**src/rtl/axis_packet_arbiter_pkg.sv**
```systemverilog
// Shared helpers for the AXI-Stream packet arbiter.
//   arb_state_e : arbiter FSM encoding (IDLE / LOCKED)
//   log2        : ceiling log2 used to size port-index fields (minimum 1)
package axis_packet_arbiter_pkg;

  typedef enum logic {
    ST_IDLE   = 1'b0,
    ST_LOCKED = 1'b1
  } arb_state_e;

  function automatic int log2(input int value);
    int r;
    r = 0;
    for (int i = 0; i < 32; i++) begin
      if ((1 << r) < value) r = r + 1;
    end
    return (r < 1) ? 1 : r;
  endfunction

endpackage

```
**src/rtl/axis_reg_slice.sv**
```systemverilog
// One-stage AXI-Stream register slice carrying encoded tkeep and the tuser
// routing fields.
//   clk_i / rst_i          : clock, asynchronous active-high reset
//   s_*_i / s_tready_o     : upstream beat and ready
//   m_*_o / m_tready_i     : registered downstream beat and ready
module axis_reg_slice #(
  parameter int C_DATA_W = 256,
  parameter int C_KEEP_W = 5,
  parameter int C_LEN_W  = 14,
  parameter int C_IN_W   = 3,
  parameter int C_OUT_W  = 8
) (
  input  logic                clk_i,
  input  logic                rst_i,
  input  logic                s_tvalid_i,
  output logic                s_tready_o,
  input  logic                s_tlast_i,
  input  logic [C_DATA_W-1:0] s_tdata_i,
  input  logic [C_KEEP_W-1:0] s_tkeep_enc_i,
  input  logic [C_LEN_W-1:0]  s_len_i,
  input  logic [C_IN_W-1:0]   s_in_port_i,
  input  logic [C_IN_W-1:0]   s_in_vport_i,
  input  logic [C_OUT_W-1:0]  s_out_port_i,
  input  logic [C_OUT_W-1:0]  s_out_vport_i,
  output logic                m_tvalid_o,
  input  logic                m_tready_i,
  output logic                m_tlast_o,
  output logic [C_DATA_W-1:0] m_tdata_o,
  output logic [C_KEEP_W-1:0] m_tkeep_enc_o,
  output logic [C_LEN_W-1:0]  m_len_o,
  output logic [C_IN_W-1:0]   m_in_port_o,
  output logic [C_IN_W-1:0]   m_in_vport_o,
  output logic [C_OUT_W-1:0]  m_out_port_o,
  output logic [C_OUT_W-1:0]  m_out_vport_o
);

  logic                tvalid_q, tlast_q;
  logic [C_DATA_W-1:0] tdata_q;
  logic [C_KEEP_W-1:0] tkeep_q;
  logic [C_LEN_W-1:0]  len_q;
  logic [C_IN_W-1:0]   in_port_q, in_vport_q;
  logic [C_OUT_W-1:0]  out_port_q, out_vport_q;
  logic                load;

  assign load       = !tvalid_q || m_tready_i;
  assign s_tready_o = load;

  always_ff @(posedge clk_i or posedge rst_i) begin
    if (rst_i) begin
      tvalid_q    <= 1'b0;
      tlast_q     <= 1'b0;
      tdata_q     <= '0;
      tkeep_q     <= '0;
      len_q       <= '0;
      in_port_q   <= '0;
      in_vport_q  <= '0;
      out_port_q  <= '0;
      out_vport_q <= '0;
    end else if (load) begin
      tvalid_q <= s_tvalid_i;
      // Payload only moves with a real beat so idle outputs stay quiet.
      if (s_tvalid_i) begin
        tlast_q     <= s_tlast_i;
        tdata_q     <= s_tdata_i;
        tkeep_q     <= s_tkeep_enc_i;
        len_q       <= s_len_i;
        in_port_q   <= s_in_port_i;
        in_vport_q  <= s_in_vport_i;
        out_port_q  <= s_out_port_i;
        out_vport_q <= s_out_vport_i;
      end
    end
  end

  assign m_tvalid_o    = tvalid_q;
  assign m_tlast_o     = tlast_q;
  assign m_tdata_o     = tdata_q;
  assign m_tkeep_enc_o = tkeep_q;
  assign m_len_o       = len_q;
  assign m_in_port_o   = in_port_q;
  assign m_in_vport_o  = in_vport_q;
  assign m_out_port_o  = out_port_q;
  assign m_out_vport_o = out_vport_q;

endmodule

```
**src/rtl/axis_packet_arbiter.sv**
```systemverilog
// Round-robin AXI-Stream arbiter with packet-granular grants.
//   axi_aclk / axi_reset     : clock, asynchronous active-high reset
//   s_axis_*                 : C_NUM_PORTS slave streams, port i in slice i
//   m_axis_*                 : registered merged stream
//   grant_port               : currently / last granted port
//   busy                     : a packet is granted (state LOCKED)
module axis_packet_arbiter
  import axis_packet_arbiter_pkg::*;
#(
  parameter int C_NUM_PORTS           = 4,
  parameter int C_AXIS_DATA_WIDTH     = 256,
  parameter int C_TKEEP_ENC_WIDTH     = 5,
  parameter int C_PACKET_LENGTH_WIDTH = 14,
  parameter int C_INPORT_WIDTH        = 3,
  parameter int C_OUTPORT_WIDTH       = 8,
  parameter int C_GRANT_W             = log2(C_NUM_PORTS)
) (
  input  logic                                         axi_aclk,
  input  logic                                         axi_reset,
  input  logic [C_NUM_PORTS*C_AXIS_DATA_WIDTH-1:0]     s_axis_tdata,
  input  logic [C_NUM_PORTS*C_TKEEP_ENC_WIDTH-1:0]     s_axis_tkeep_enc,
  input  logic [C_NUM_PORTS*C_PACKET_LENGTH_WIDTH-1:0] s_axis_tuser_packet_length,
  input  logic [C_NUM_PORTS*C_INPORT_WIDTH-1:0]        s_axis_tuser_in_port,
  input  logic [C_NUM_PORTS*C_INPORT_WIDTH-1:0]        s_axis_tuser_in_vport,
  input  logic [C_NUM_PORTS*C_OUTPORT_WIDTH-1:0]       s_axis_tuser_out_port,
  input  logic [C_NUM_PORTS*C_OUTPORT_WIDTH-1:0]       s_axis_tuser_out_vport,
  input  logic [C_NUM_PORTS-1:0]                       s_axis_tvalid,
  input  logic [C_NUM_PORTS-1:0]                       s_axis_tlast,
  output logic [C_NUM_PORTS-1:0]                       s_axis_tready,
  output logic [C_AXIS_DATA_WIDTH-1:0]                 m_axis_tdata,
  output logic [C_TKEEP_ENC_WIDTH-1:0]                 m_axis_tkeep_enc,
  output logic [C_PACKET_LENGTH_WIDTH-1:0]             m_axis_tuser_packet_length,
  output logic [C_INPORT_WIDTH-1:0]                    m_axis_tuser_in_port,
  output logic [C_OUTPORT_WIDTH-1:0]                   m_axis_tuser_out_port,
  output logic [C_INPORT_WIDTH-1:0]                    m_axis_tuser_in_vport,
  output logic [C_OUTPORT_WIDTH-1:0]                   m_axis_tuser_out_vport,
  output logic                                         m_axis_tvalid,
  output logic                                         m_axis_tlast,
  input  logic                                         m_axis_tready,
  output logic [C_GRANT_W-1:0]                         grant_port,
  output logic                                         busy
);

  localparam logic [C_GRANT_W:0]   C_N_EXT    = (C_GRANT_W+1)'(C_NUM_PORTS);
  localparam logic [C_GRANT_W-1:0] C_LAST_RST = C_GRANT_W'(C_NUM_PORTS-1);

  arb_state_e                       state_q, state_d;
  logic [C_GRANT_W-1:0]             grant_q, grant_d;
  logic [C_GRANT_W-1:0]             last_grant_q, last_grant_d;
  logic [C_GRANT_W-1:0]             winner;
  logic [C_GRANT_W:0]               cand;
  logic                             winner_found;
  logic                             slice_ready;
  logic                             sel_valid, sel_last;
  logic [C_AXIS_DATA_WIDTH-1:0]     sel_data;
  logic [C_TKEEP_ENC_WIDTH-1:0]     sel_keep;
  logic [C_PACKET_LENGTH_WIDTH-1:0] sel_len;
  logic [C_INPORT_WIDTH-1:0]        sel_in_port, sel_in_vport;
  logic [C_OUTPORT_WIDTH-1:0]       sel_out_port, sel_out_vport;

  always_ff @(posedge axi_aclk or posedge axi_reset) begin
    if (axi_reset) begin
      state_q      <= ST_IDLE;
      grant_q      <= '0;
      last_grant_q <= C_LAST_RST;
    end else begin
      state_q      <= state_d;
      grant_q      <= grant_d;
      last_grant_q <= last_grant_d;
    end
  end

  // Round-robin search starting one past the last winner, wrapping at N.
  always_comb begin
    winner_found = 1'b0;
    winner       = last_grant_q;
    cand         = '0;
    for (int i = 1; i <= C_NUM_PORTS; i++) begin
      cand = {1'b0, last_grant_q} + (C_GRANT_W+1)'(i);
      if (cand >= C_N_EXT) cand = cand - C_N_EXT;
      if (!winner_found && s_axis_tvalid[cand[C_GRANT_W-1:0]]) begin
        winner_found = 1'b1;
        winner       = cand[C_GRANT_W-1:0];
      end
    end
  end

  always_comb begin
    sel_valid     = 1'b0;
    sel_last      = 1'b0;
    sel_data      = '0;
    sel_keep      = '0;
    sel_len       = '0;
    sel_in_port   = '0;
    sel_in_vport  = '0;
    sel_out_port  = '0;
    sel_out_vport = '0;
    s_axis_tready = '0;
    for (int p = 0; p < C_NUM_PORTS; p++) begin
      if (grant_q == C_GRANT_W'(p)) begin
        sel_valid     = s_axis_tvalid[p];
        sel_last      = s_axis_tlast[p];
        sel_data      = s_axis_tdata[p*C_AXIS_DATA_WIDTH +: C_AXIS_DATA_WIDTH];
        sel_keep      = s_axis_tkeep_enc[p*C_TKEEP_ENC_WIDTH +: C_TKEEP_ENC_WIDTH];
        sel_len       = s_axis_tuser_packet_length[p*C_PACKET_LENGTH_WIDTH +: C_PACKET_LENGTH_WIDTH];
        sel_in_port   = s_axis_tuser_in_port[p*C_INPORT_WIDTH +: C_INPORT_WIDTH];
        sel_in_vport  = s_axis_tuser_in_vport[p*C_INPORT_WIDTH +: C_INPORT_WIDTH];
        sel_out_port  = s_axis_tuser_out_port[p*C_OUTPORT_WIDTH +: C_OUTPORT_WIDTH];
        sel_out_vport = s_axis_tuser_out_vport[p*C_OUTPORT_WIDTH +: C_OUTPORT_WIDTH];
        s_axis_tready[p] = (state_q == ST_LOCKED) && slice_ready;
      end
    end
  end

  always_comb begin
    state_d      = state_q;
    grant_d      = grant_q;
    last_grant_d = last_grant_q;
    case (state_q)
      ST_IDLE: begin
        if (winner_found) begin
          state_d      = ST_LOCKED;
          grant_d      = winner;
          last_grant_d = winner;
        end
      end
      ST_LOCKED: begin
        // No timeout: a stalled granted port keeps the grant.
        if (sel_valid && slice_ready && sel_last) state_d = ST_IDLE;
      end
      default: state_d = ST_IDLE;
    endcase
  end

  axis_reg_slice #(
    .C_DATA_W (C_AXIS_DATA_WIDTH),
    .C_KEEP_W (C_TKEEP_ENC_WIDTH),
    .C_LEN_W  (C_PACKET_LENGTH_WIDTH),
    .C_IN_W   (C_INPORT_WIDTH),
    .C_OUT_W  (C_OUTPORT_WIDTH)
  ) u_out_slice (
    .clk_i         (axi_aclk),
    .rst_i         (axi_reset),
    .s_tvalid_i    ((state_q == ST_LOCKED) && sel_valid),
    .s_tready_o    (slice_ready),
    .s_tlast_i     (sel_last),
    .s_tdata_i     (sel_data),
    .s_tkeep_enc_i (sel_keep),
    .s_len_i       (sel_len),
    .s_in_port_i   (sel_in_port),
    .s_in_vport_i  (sel_in_vport),
    .s_out_port_i  (sel_out_port),
    .s_out_vport_i (sel_out_vport),
    .m_tvalid_o    (m_axis_tvalid),
    .m_tready_i    (m_axis_tready),
    .m_tlast_o     (m_axis_tlast),
    .m_tdata_o     (m_axis_tdata),
    .m_tkeep_enc_o (m_axis_tkeep_enc),
    .m_len_o       (m_axis_tuser_packet_length),
    .m_in_port_o   (m_axis_tuser_in_port),
    .m_in_vport_o  (m_axis_tuser_in_vport),
    .m_out_port_o  (m_axis_tuser_out_port),
    .m_out_vport_o (m_axis_tuser_out_vport)
  );

  assign grant_port = grant_q;
  assign busy       = (state_q == ST_LOCKED);

endmodule

```
**config.mk**
```make
export PLATFORM = sky130hd
export DESIGN_NAME = axis_packet_arbiter
export DESIGN_NICKNAME = d
export VERILOG_FILES = /design/src/rtl/axis_packet_arbiter_pkg.sv /design/src/rtl/axis_reg_slice.sv /design/src/rtl/axis_packet_arbiter.sv
export SDC_FILE = /design/constraint.sdc
export NUM_CORES = 1
export LEC_CHECK = 0
export ABC_CLOCK_PERIOD_IN_PS = 9800
export CORE_AREA = 2 2 582 584
export DETAILED_ROUTE_END_ITERATION = 10
export DIE_AREA = 0 0 584 586
export PLACE_DENSITY = 0.3
export RECOVER_POWER = 25
export SYNTH_ARGS = -nofsm -noshare
export SYNTH_HDL_FRONTEND = slang
export SYNTH_HIERARCHICAL = 1
export SYNTH_SLANG_ARGS = --single-unit
```
**constraint.sdc**
```tcl
create_clock -name axi_aclk -period 9.8 [get_ports axi_aclk]
set_input_delay 1.47 -clock axi_aclk [delete_from_list [all_inputs] [get_ports axi_aclk]]
set_output_delay 1.47 -clock axi_aclk [all_outputs]
set_load 0.02 [all_outputs]
```
# Yosys cells after proc, flatten, opt, wreduce, memory -nomap -nowiden
# Cells that the tools add are included.
[classes]
n_addsub = 8
order_cmp = 8
eq_ne = 3
n_mux = 63
bitwise = 1
reduce_logical = 15
[ops]
columns = ["op", "count"]
rows = [
  ["2-to-1 mux 256 bit", 4],
  ["2-to-1 mux 8 bit", 8],
  ["2-to-1 mux 14 bit", 4],
  ["2-to-1 mux 3 bit", 8],
  ["2-to-1 mux 1 bit", 22],
  ["2-to-1 mux 5 bit", 4],
  ["2-to-1 mux 2 bit", 8],
  ["greater-or-equal comparator 3 bit (second input constant)", 4],
  ["less-than comparator 2 x 3 -> 1 bit (second input constant)", 4],
  ["binary-select mux 1 bit (select 2 bit)", 4],
  ["subtractor 2 x 1 -> 2 bit (second input constant)", 4],
  ["logical AND 1 bit", 7],
  ["adder 2 x 2 -> 3 bit (second input constant)", 2],
  ["== test 2 bit (second input constant)", 2],
  ["logical NOT 1 bit", 4],
  ["AND reduction 2 bit", 2],
  ["adder 2 x 1 -> 3 bit (second input constant)", 1],
  ["adder 2 x 3 -> 3 bit (second input constant)", 1],
  ["== test 2 x 1 -> 1 bit (second input constant)", 1],
  ["logical NOT 2 bit", 1],
  ["one-hot mux 1 bit (2 select lines)", 1],
  ["logical OR 1 bit", 1],
  ["inverter 1 bit", 1],
]
[word_totals]
ff_bits = 304
in_bits = 1199
output_inout_bits = 306
wordCells = 110

# Logic depth before layout (Yosys ltp)
[depth]
ltp_word = 17
mapped_depth = 8
depth_no_buf = 4

# By module
# Netlist, hierarchy kept.
[by_module_without_submodules]
columns = ["module", "n_inst", "cells_per_inst", "area_per_inst_um2", "seq_area_each_um2"]
rows = [
  ["axis_reg_slice", 1, 633, 11189.5, 7482.2],
  ["axis_packet_arbiter", 1, 402, 7918.8, 127.6],
]

# Worst setup path before layout
# No wires, ideal clock.
[synth_timing]
path_type = "input to output"
startpoint = "input m_axis_tready"
endpoint = "output s_axis_tready[1]"
t_arrival_ns = 2.257
required_ns = 8.330
setup_slack_ns = 6.073
path_stages = 3
n_path_buf = 0
cell_sequence = "nand2b_4 > nand2_1 > nor3b_1"
[synth_between]
elab_chain_cells = 3
[synth_lines]
columns = ["item", "line_no", "text"]
rows = [
  ["from (decl)", "axis_packet_arbiter.sv:39", "input logic m_axis_tready,"],
  ["logical OR 1 bit", "axis_reg_slice.sv:45", "assign load = !tvalid_q || m_tready_i;"],
  ["logical AND 1 bit", "axis_packet_arbiter.sv:110", "s_axis_tready[p] = (state_q == ST_LOCKED) && slice_ready;"],
  ["2-to-1 mux 1 bit", "axis_packet_arbiter.sv:100", "if (grant_q == C_GRANT_W'(p)) begin"],
  ["to (decl)", "axis_packet_arbiter.sv:29", "output logic [C_NUM_PORTS-1:0] s_axis_tready,"],
]
# No other way between the ends.

# Worst setup path in the final report
[layout_timing]
startpoint = "input m_axis_tready"
endpoint = "output s_axis_tready[1]"
[layout_between]
elab_chain_cells = 3
[layout_lines]
columns = ["item", "line_no", "text"]
rows = [
  ["logical OR 1 bit", "axis_reg_slice.sv:45", ""],
  ["net slice_ready", "axis_packet_arbiter.sv:53", "logic slice_ready;"],
  ["logical AND 1 bit", "axis_packet_arbiter.sv:110", ""],
  ["2-to-1 mux 1 bit", "axis_packet_arbiter.sv:100", ""],
]
# The timed path passes the listed nets, and every way through them passes these cells.

==> flow_summary.ini <==
[run_status]
status = finished with violations
violations = max-capacitance violations, max-slew violations

[logic_synthesis]
ys_top_cells_by_count = 302 x dfrtp_1, 211 x mux4_2, 200 x mux2_1, 98 x mux2_2, 88 x mux4_1
yosysWarningCount = 6
synth.yosys.seq_area_share_pct = 39.82
synth.largest_area_cell = dfrtp_1
syn-instance-count = 1035
synth_edf_count = 0
async_reset_ff_share_pct = 100.0
avgSynthCellArea_um2 = 18.46
synth_top_cell_area_share_pct = 39.55
synth.area.top_cells = dfrtp_1 40%, mux4_2 25%, mux4_1 12%
synth_most_common_cell = dfrtp_1
synth_cell_types = 31
synth_seq_cells = 304
synth_ff_type = dfrtp_1
syn_area_mm2 = 0.01911
syn-num-nets = 2234

[global_routing]
globalRoute.totalOverflow = 0
met1_usage_pct = 12.66
grt_use_met2_pct = 21.28
antenna_found_initial = 276
grt_pass1_wl_um = 266800
grt_pass1_vias = 19813
gr-usage-all-layers_pct = 12.60
grt_max_degree = 99
met3_usage_pct = 8.262
grt_busiest_layer = met2

[cells_and_area]
stdcell_count = 7017
layout-area-overhead-vs-synth_pct = 114.0
design_area_mm2 = 0.04090
drive_above_1_share_pct = 16.57
nNetsFinal = 3715

[setup_path]
critPathMaxFanout = 4
worstRegToRegCells = 6
start_kind = input port
endpoint_kind = output port
cp-startpoint = m_axis_tready
r2r-start = grant_port[1]
reg2reg_slack_ns = 5.43
worstSetupPathType = in -> out
cp.arrival_ns = 3.99
crit_end = s_axis_tready[1]
cp.required_ns = 8.33
worstReg2RegEnd = u_out_slice/m_tdata_o[104]

[place]
placed_cells = 6871
finalWeightedCongestion = 0.8468
dp_slack_ns = 4.267
dp_hpwl_um = 199000
portBuffers = 1504
postPlaceCellArea_mm2 = 0.03907

[clocking]
post_cts_buffers = 0
cts_root_buffer = clkbuf_16
h-tree-depth = 2
clk-insertion-delay-late_ns = 0.71
cts_resized = 0
cts.sinks = 304
cts.path.max_buffers = 3
cts_buffers = 50
cts_hold_buf = 0
cts_tree = done
path_clk_slew_ns = 0.06

[floorplanning]
dieArea_mm2 = 0.3422
rows = 213
ios = 1505
coreArea_mm2 = 0.3358
die_w_um = 584
die_h_um = 586
start_util_pct = 5.690

[route]
totalWireLength_um = 224100
drt.antenna.violating_nets = 0
vias = 18772
drtPass1Iterations = 4
initialDrtViolationCount = 787
viasPerCell = 2.675
avgRoutedWirePerCell_um = 31.94
route.detailed.drc = 0

[sta]
fmax_ghz = 0.1833
skew_ns = 0.03564
slew_violations = 72
hold_viol_final = 0
finalCritPeriodShare_pct = 55.67
setup_violations = 0
worst_pin_slew_ns = 4.415
slew_headroom_pct = -194.4
setup_slack_ns = 4.344
rsz0062_at_grt = false
finalWorstPathRequiredPeriod_ns = 5.456
fin_setup_tns_ns = 0

[min_path]
hp-class = reg -> reg

[power]
power.leakage_nw = 13.98
internal_power_w = 0.006419
p_clk_share_pct = 17.8
pwr-share-seq_pct = 21.7
power_w = 0.01097
ir_drop_uv = 148.3
p_comb_share_pct = 60.5
swShare_pct = 41.50
switchingPower_w = 0.004554
power_density_mw_per_mm2 = 268.3

[job]
drv_cap = 1
cells in the final DEF, fill, tap and decap left out, types with 3 or more instances in the layout:
master           netlist  layout
clkbuf_16              0      50
o21ai_0                4       4
dfrtp_1              302     300
nand2b_1               3       3
clkinv_2               0       7
mux4_2               211     211
nand2_1                3       3
buf_12                 0       3
buf_4                  0      22
inv_1                  4       3
clkbuf_8               0      12
mux4_1                88      88
clkbuf_1               4       9
mux2_1               200     200
bufinv_16              0       4
mux2_2                98      98
inv_6                  0       3
diode_2                0      57
clkdlybuf4s50_1        0    1501
logic make-up after synthesis:
logic type	after synthesis	synth area share, %
flops	304	39.82
mux	598	54.58
buf+inv	104	4.564
compound gates	13	0.4649
simple gates	16	0.5631
worst max-delay path, cell delays in order:
cell and delay [ns]:
clkdlybuf4s50_1 0.46, nand2b_4 0.18, nand2_1 0.57, nor3b_1 0.57
clkdlybuf4s50_1 0.69
cell type report:
| class | count | area, um^2 |
|---|---|---|
| sequential | 304 | 7617 |
| fill | 37935 | 294900 |
| multi-input combinational | 627 | 10640 |
| clock inverter | 19 | 255.2 |
| tap | 4407 | 5514 |
| timing repair buffer | 1529 | 15270 |
| inverter | 4 | 16.27 |
| clock buffer | 70 | 1446 |
| antenna | 57 | 142.6 |
worst min-delay path by stage:
| stage | cells past startpoint | end | start | slack [ns] |
|---|---|---|---|---|
| 3_3_place_gp | 1 | u_out_slice/m_in_port_o[1] | u_out_slice/m_in_port_o[1] | 0.47 |
| 4_1_cts | 1 | u_out_slice/m_tdata_o[197] | u_out_slice/m_tdata_o[197] | 0.49 |
| 6_report | 1 | u_out_slice/m_tdata_o[196] | u_out_slice/m_tdata_o[196] | 0.49 |
| 5_1_grt | 1 | u_out_slice/m_tdata_o[137] | u_out_slice/m_tdata_o[137] | 0.50 |
| 3_5_place_dp | 1 | u_out_slice/m_tdata_o[129] | u_out_slice/m_tdata_o[129] | 0.48 |
| 2_1_floorplan | 2 | last_grant_q[1] | last_grant_q[1] | 0.51 |
stage by stage:
| stage | utilization [%] | hold slack (ns) |
|---|---|---|
| global route | 12.16 | 0.5024 |
| CTS | 12.14 | 0.4946 |
| global placement | 11.63 | 0.4738 |
| floorplan | - | 0.5052 |
| detailed placement | 11.63 | 0.4799 |
| finish | 12.18 | 0.4882 |
routing by layer:
layer  wire [um]  vias up
met5        1052        -
met4        7241      166
met2      106500     1396
met3       33790      468
li1            -     7452
met1       75520     9290
flip-flops by register name, indices dropped and copies added (netlist names), 2 cells and up:
register / cells
grant_port: 2
last_grant_q: 2
u_out_slice/m_in_port_o: 3
u_out_slice/m_in_vport_o: 3
u_out_slice/m_len_o: 14
u_out_slice/m_out_port_o: 8
u_out_slice/m_out_vport_o: 8
u_out_slice/m_tdata_o: 256
u_out_slice/m_tkeep_enc_o: 5
power by group through the flow:
stage	Sequential, W	Clock, W	Combinational (W)
after floorplan	0.00307	0	0.00299
after global placement	0.00240	0	0.00682
after detailed placement	0.00241	0	0.00683
after CTS	0.00240	0.00209	0.00685
after global routing	0.00247	0.00210	0.00704
final	0.00238	0.00196	0.00664
No activity file was read; power rests on OpenSTA's default activity.
